--- config.mk ---
export PLATFORM = sky130hd
export DESIGN_NAME = err_metric_acc
export DESIGN_NICKNAME = d
export VERILOG_FILES = /design/src/rtl/err_metric_pkg.sv /design/src/rtl/err_diff_stage.sv /design/src/rtl/err_metric_acc.sv
export SDC_FILE = /design/constraint.sdc
export NUM_CORES = 1
export LEC_CHECK = 0
export ABC_AREA = 1
export CAP_MARGIN = 20
export CELL_PAD_IN_SITES_DETAIL_PLACEMENT = 0
export CELL_PAD_IN_SITES_GLOBAL_PLACEMENT = 1
export CORE_MARGIN = 2
export CORE_UTILIZATION = 51
export DETAILED_ROUTE_END_ITERATION = 10
export DONT_BUFFER_PORTS = 1
export PLACE_DENSITY_LB_ADDON = 0.08
export SLEW_MARGIN = 40
export SYNTH_ARGS = -nofsm -noshare
export SYNTH_HDL_FRONTEND = slang
export SYNTH_SLANG_ARGS = --single-unit
--- constraint.sdc ---
create_clock -name clk -period 6.1 [get_ports clk]
set_input_delay 0.61 -clock clk [delete_from_list [all_inputs] [get_ports clk]]
set_output_delay 0.61 -clock clk [all_outputs]
set_load 0.1 [all_outputs]
--- src/rtl/err_metric_pkg.sv ---
// rtl/err_metric_pkg.sv - shared state encoding and default sizing for the error-metric accumulator
package err_metric_pkg;

    localparam int DEF_W         = 16;
    localparam int DEF_N_SAMPLES = 10000;
    localparam int DEF_CW        = 16;

    typedef enum logic [1:0] {
        ST_IDLE  = 2'd0,
        ST_RUN   = 2'd1,
        ST_DRAIN = 2'd2,
        ST_DONE  = 2'd3
    } state_e;

endpackage

--- src/rtl/err_diff_stage.sv ---
// rtl/err_diff_stage.sv - registered difference, magnitude and mismatch flag for one sample pair
module err_diff_stage
    import err_metric_pkg::*;
#(
    parameter int W = DEF_W
) (
    input  logic                clk,
    input  logic                rst_n,
    input  logic                in_vld,
    input  logic [W-1:0]        apprx,
    input  logic [W-1:0]        exact,
    output logic                vld_o,
    output logic signed [W:0]   diff_o,
    output logic [W-1:0]        abs_o,
    output logic                neq_o
);

    logic               vld_d, vld_q;
    logic signed [W:0]  diff_c, diff_d, diff_q;
    logic [W-1:0]       abs_c, abs_d, abs_q;
    logic               neq_d, neq_q;

    always_comb begin
        diff_c = $signed({1'b0, exact}) - $signed({1'b0, apprx});
        // Magnitude of a (W+1)-bit difference of unsigned W-bit values always fits in W bits.
        abs_c  = diff_c[W] ? W'(-diff_c) : diff_c[W-1:0];
        vld_d  = in_vld;
        diff_d = in_vld ? diff_c : diff_q;
        abs_d  = in_vld ? abs_c : abs_q;
        neq_d  = in_vld ? (apprx != exact) : neq_q;
    end

    always_ff @(posedge clk or negedge rst_n) begin
        if (!rst_n) begin
            vld_q  <= 1'b0;
            diff_q <= '0;
            abs_q  <= '0;
            neq_q  <= 1'b0;
        end else begin
            vld_q  <= vld_d;
            diff_q <= diff_d;
            abs_q  <= abs_d;
            neq_q  <= neq_d;
        end
    end

    assign vld_o  = vld_q;
    assign diff_o = diff_q;
    assign abs_o  = abs_q;
    assign neq_o  = neq_q;

endmodule

--- src/rtl/err_metric_acc.sv ---
// rtl/err_metric_acc.sv - accumulates error metrics of an approximate multiplier over a fixed-length run
module err_metric_acc
    import err_metric_pkg::*;
#(
    parameter int W         = DEF_W,
    parameter int N_SAMPLES = DEF_N_SAMPLES,
    parameter int CW        = DEF_CW
) (
    input  logic              clk,
    input  logic              rst_n,
    input  logic              start,
    input  logic              in_valid,
    output logic              in_ready,
    input  logic [W-1:0]      apprx,
    input  logic [W-1:0]      exact,
    output logic              busy,
    output logic              done,
    output logic [CW-1:0]     sample_cnt,
    output logic [CW-1:0]     err_cnt,
    output logic [W+CW:0]     sum_ed,
    output logic [W+CW-1:0]   sum_ed_abs,
    output logic [W-1:0]      max_ed
);

    localparam logic [CW-1:0] LAST_CNT = CW'(N_SAMPLES - 1);

    state_e             state_q, state_d;
    logic [CW-1:0]      sample_cnt_q, sample_cnt_d;
    logic [CW-1:0]      err_cnt_q, err_cnt_d;
    logic [W+CW:0]      sum_ed_q, sum_ed_d;
    logic [W+CW-1:0]    sum_abs_q, sum_abs_d;
    logic [W-1:0]       max_ed_q, max_ed_d;

    logic               accept;
    logic               clear;
    logic               max_upd;
    logic               s1_vld;
    logic signed [W:0]  s1_diff;
    logic [W-1:0]       s1_abs;
    logic               s1_neq;

    assign in_ready = (state_q == ST_RUN);
    assign accept   = in_valid && in_ready;

    err_diff_stage #(.W(W)) u_diff (
        .clk    (clk),
        .rst_n  (rst_n),
        .in_vld (accept),
        .apprx  (apprx),
        .exact  (exact),
        .vld_o  (s1_vld),
        .diff_o (s1_diff),
        .abs_o  (s1_abs),
        .neq_o  (s1_neq)
    );

    always_comb begin
        state_d = state_q;
        clear   = 1'b0;
        case (state_q)
            ST_IDLE, ST_DONE: begin
                if (start) begin
                    state_d = ST_RUN;
                    clear   = 1'b1;
                end
            end
            ST_RUN: begin
                if (accept && (sample_cnt_q == LAST_CNT)) begin
                    state_d = ST_DRAIN;
                end
            end
            ST_DRAIN: begin
                // Stage 1 holds the final sample for one cycle; leave once it has retired.
                if (!s1_vld) begin
                    state_d = ST_DONE;
                end
            end
            default: state_d = ST_IDLE;
        endcase
    end

    always_comb begin
        sample_cnt_d = sample_cnt_q;
        err_cnt_d    = err_cnt_q;
        sum_ed_d     = sum_ed_q;
        sum_abs_d    = sum_abs_q;
        max_ed_d     = max_ed_q;
        max_upd      = s1_vld && (s1_abs > max_ed_q);
        if (clear) begin
            sample_cnt_d = '0;
            err_cnt_d    = '0;
            sum_ed_d     = '0;
            sum_abs_d    = '0;
            max_ed_d     = '0;
        end else begin
            if (accept) begin
                sample_cnt_d = sample_cnt_q + 1'b1;
            end
            if (s1_vld) begin
                err_cnt_d = err_cnt_q + CW'(s1_neq);
                sum_ed_d  = sum_ed_q + {{CW{s1_diff[W]}}, s1_diff};
                sum_abs_d = sum_abs_q + {{CW{1'b0}}, s1_abs};
                if (max_upd) begin
                    max_ed_d = s1_abs;
                end
            end
        end
    end

    always_ff @(posedge clk or negedge rst_n) begin
        if (!rst_n) begin
            state_q      <= ST_IDLE;
            sample_cnt_q <= '0;
            err_cnt_q    <= '0;
            sum_ed_q     <= '0;
            sum_abs_q    <= '0;
            max_ed_q     <= '0;
        end else begin
            state_q      <= state_d;
            sample_cnt_q <= sample_cnt_d;
            err_cnt_q    <= err_cnt_d;
            sum_ed_q     <= sum_ed_d;
            sum_abs_q    <= sum_abs_d;
            max_ed_q     <= max_ed_d;
        end
    end

    assign busy       = (state_q == ST_RUN) || (state_q == ST_DRAIN);
    assign done       = (state_q == ST_DONE);
    assign sample_cnt = sample_cnt_q;
    assign err_cnt    = err_cnt_q;
    assign sum_ed     = sum_ed_q;
    assign sum_ed_abs = sum_abs_q;
    assign max_ed     = max_ed_q;

endmodule
==> flow_summary.json <==
{
  "synth-simple-area-share_pct": 31.23,
  "hpwl_um": 23040,
  "via_per_inst": 5.540,
  "leakagePower_nw": 5.963,
  "synth_edf_count": 0,
  "vias": 10221,
  "area_growth_pct": 9.865,
  "seq_power_share_pct": 44.4,
  "r2r_cells": 10,
  "synthesis.area_um2": 11010,
  "grt_max_degree": 150,
  "power.share.clock_pct": 16.7,
  "antennaDiodeCount": 0,
  "drtIter0Drc": 472,
  "fp.dieW_um": 150.9,
  "async_flop_share_pct": 100.0,
  "numCtsBuffers": 17,
  "slew_headroom_pct": 42.34,
  "clock_latency_ns": 0.44,
  "clock_skew_ns": 0.01315,
  "synth_fa_ha_area_share_pct": 10.55,
  "timing.fmax_mhz": 298.1,
  "power_density_nw_per_um2": 552.4,
  "cts_sinks": 149,
  "final_cells": 1845,
  "internal-power_w": 0.002705,
  "arrival_ns": 3.70,
  "muxShareOfSynthArea_pct": 0,
  "synth-xor-area-share_pct": 0.5569,
  "worst_setup_path_start_kind": "flop",
  "finalNetCount": 1684,
  "die-area_um2": 22780,
  "setup_viol": 0,
  "grt_pass1_wl_um": 48560,
  "drtPass1Iterations": 5,
  "tns_ns": 0,
  "yosysWarnings": 0,
  "status": "finished, final reports clean",
  "cp.required_ns": 6.45,
  "htree_levels": 4,
  "grt_pass1_vias": 9570,
  "ios": 152,
  "fp.dieH_um": 150.9,
  "peakVddDrop_mv": 0.5544,
  "numPortBuffers": 0,
  "synth_compound_area_share_pct": 15.81,
  "hold_viol_final": 0,
  "power_frac_comb_pct": 38.9,
  "ctsResizeCount": 0,
  "p_sw_share_pct": 59.52,
  "drv_slew": 0,
  "hold_ws_ns": 0.0005755,
  "critical_path.endpoint_type": "flop",
  "grt_setup_unrepaired": "false",
  "switching_power_w": 0.003977,
  "min_period_ns": 3.354,
  "utilization_pct": 57.36,
  "syn_inst": 1560,
  "gr-usage-all-layers_pct": 26.99,
  "yosys_most_used_dff": "dfrtp_1",
  "grt-ovfl-total": 0,
  "syn_area_per_cell_um2": 7.057,
  "fp.coreArea_um2": 21090,
  "antenna_found_initial": 0,
  "gp_congestion": 0.8651,
  "synth_top_family_by_area": "simple AND/OR/NAND/NOR gates",
  "num_rows": 53,
  "drive_above_1_share_pct": 13.76,
  "routed_wl_um": 30260,
  "dp_cells": 1811,
  "tightestPinTransition_ns": 0.8640,
  "clock-root-buffer": "clkbuf_16",
  "max-cap-violations": 0,
  "worstHoldPathType": "primary input to asynchronous set/reset pin",
  "ant_nets": 0,
  "syn-num-nets": 1687,
  "yosysSeqAreaShare_pct": 33.87,
  "synth_cell_type_count": 58,
  "clk_pin_slew_ns": 0.08,
  "cts_buffer_depth": 2,
  "ys_ff_latch": 149,
  "cts_tree": "built",
  "start_util_pct": 52.21,
  "crit_fanout": 54,
  "drc_errors": 0,
  "critical_path_class": "flop to flop",
  "post-route-period-util_pct": 54.99,
  "wire_per_inst_um": 16.40
}
-- cell usage after synthesis (all sizes together) (4+ instances only) --
cell / instances / share of area [%]
xor2: 5 / 0.40
a21o: 11 / 0.75
or2: 4 / 0.25
a21oi: 123 / 5.7
nand3: 110 / 5.5
nand4: 40 / 2.3
clkbuf: 13 / 0.44
a211oi: 7 / 0.48
nand2: 440 / 15
dfrtp: 149 / 34
a31oi: 8 / 0.59
inv: 195 / 6.6
nor4: 8 / 0.45
o21ai: 124 / 5.7
ha: 88 / 10
a22o: 5 / 0.40
o211ai: 7 / 0.48
nor3: 27 / 1.4
o21bai: 5 / 0.34
nor2: 140 / 5.3
buf: 16 / 0.83
-- metal layers --
layer	track usage, %	vias up	share of wire [%]
li1	-	5208	-
met1	34.96	4770	45
met3	6.596	27	6.1
met4	6.542	0	1.5
met5	0	-	0
met2	45.55	216	47
-- power groups by stage --
stage	Clock, W	Sequential [W]	Combinational [W]
6_report	0.00112	0.00296	0.00260
5_1_grt	0.00117	0.00300	0.00299
4_1_cts	0.00113	0.00296	0.00261
3_5_place_dp	0	0.00298	0.00256
3_3_place_gp	0	0.00293	0.00253
2_1_floorplan	0	0.00273	0.00205
-- critical path, stage by stage, from the launching register on --
cell and delay [ns]:
dfrtp_1 0.44, inv_1 0.07, ha_1 0.32, nand2_2 0.07
buf_4 0.46, clkinv_1 0.32, buf_4 0.29, nor2_4 0.60
buf_4 0.45, nand2_1 0.10, o21ai_0 0.10
-- sequential cells by signal, summed over array words and instances (netlist names) --
| signal | flops |
|---|---|
| err_cnt | 16 |
| max_ed | 16 |
| sample_cnt | 16 |
| state_q | 2 |
| sum_ed | 33 |
| sum_ed_abs | 32 |
| u_diff.abs_o | 16 |
| u_diff.diff_o | 16 |
| u_diff.neq_o | 1 |
| u_diff.vld_o | 1 |
-- layout by cell type (no fill, tap or decap), drive strengths merged, types with 7 or more instances in the layout --
| master | Yosys | final |
|---|---|---|
| buf | 16 | 7 |
| o211ai | 7 | 7 |
| clkbuf | 13 | 17 |
| ha | 88 | 88 |
| a21o | 11 | 11 |
| nand3 | 110 | 110 |
| o21ai | 124 | 124 |
| dfrtp | 149 | 149 |
| inv | 195 | 203 |
| nor3 | 27 | 27 |
| a21oi | 123 | 123 |
| a31oi | 8 | 8 |
| nor2 | 140 | 140 |
| nand2 | 440 | 440 |
| clkinv | 2 | 8 |
| nor4 | 8 | 8 |
| nand4 | 40 | 40 |
| a211oi | 7 | 7 |
-- worst paths after layout --
check / from / end / slack (ns)
max in group asynchronous: rst_n / sum_ed[14]$_DFFE_PN0P_ / 5.22
worst max register to register: state_q[0]$_DFFE_PN0P_ / sum_ed[4]$_DFFE_PN0P_ / 2.75
min in group clk: start / state_q[1]$_DFFE_PN0P_ / 0.44
worst max-delay path: state_q[0]$_DFFE_PN0P_ / sum_ed[4]$_DFFE_PN0P_ / 2.75
worst min register to register: u_diff.diff_o[6]$_DFFE_PN0P_ / u_diff.diff_o[6]$_DFFE_PN0P_ / 0.50
worst min-delay path: rst_n / sum_ed[22]$_DFFE_PN0P_ / 0.0006
-- logic make-up (layout without fill, tap and decap cells) --
group                    after synthesis  count (layout)
AND/OR/NAND/NOR                      779             779
AO/OA/AOI/OAI                        308             308
buffers and inverters                226             236
flip-flops                           149             149
adder cells (fa/ha/maj)               91              91
XOR/XNOR                               7               7
-- metrics by stage --
stage	setup WS, ns	area [um^2]	total power, W
after CTS	2.696	12070	0.006699
after floorplan	3.319	11010	0.004780
after global routing	2.461	12100	0.007166
final	2.746	12100	0.006682
after detailed placement	2.761	11410	0.005543
after global placement	2.462	11260	0.005461
-- layout make-up --
cell class | instances | area, um^2
clock buffers | 17 | 425.4
clock inverters | 15 | 202.7
fillers | 2089 | 8992
flip-flops and latches | 149 | 3870
well taps | 275 | 344.1
repair buffers | 7 | 92.59
multi-input cells | 1185 | 6421
inverters | 197 | 739.5
-- what timing repair did --
action,4_1_cts,5_1_grt
hold buffers,1,0
endpoints found under the hold margin,149,0
setup buffers,0,0
Power figures use the tool's default switching activity.
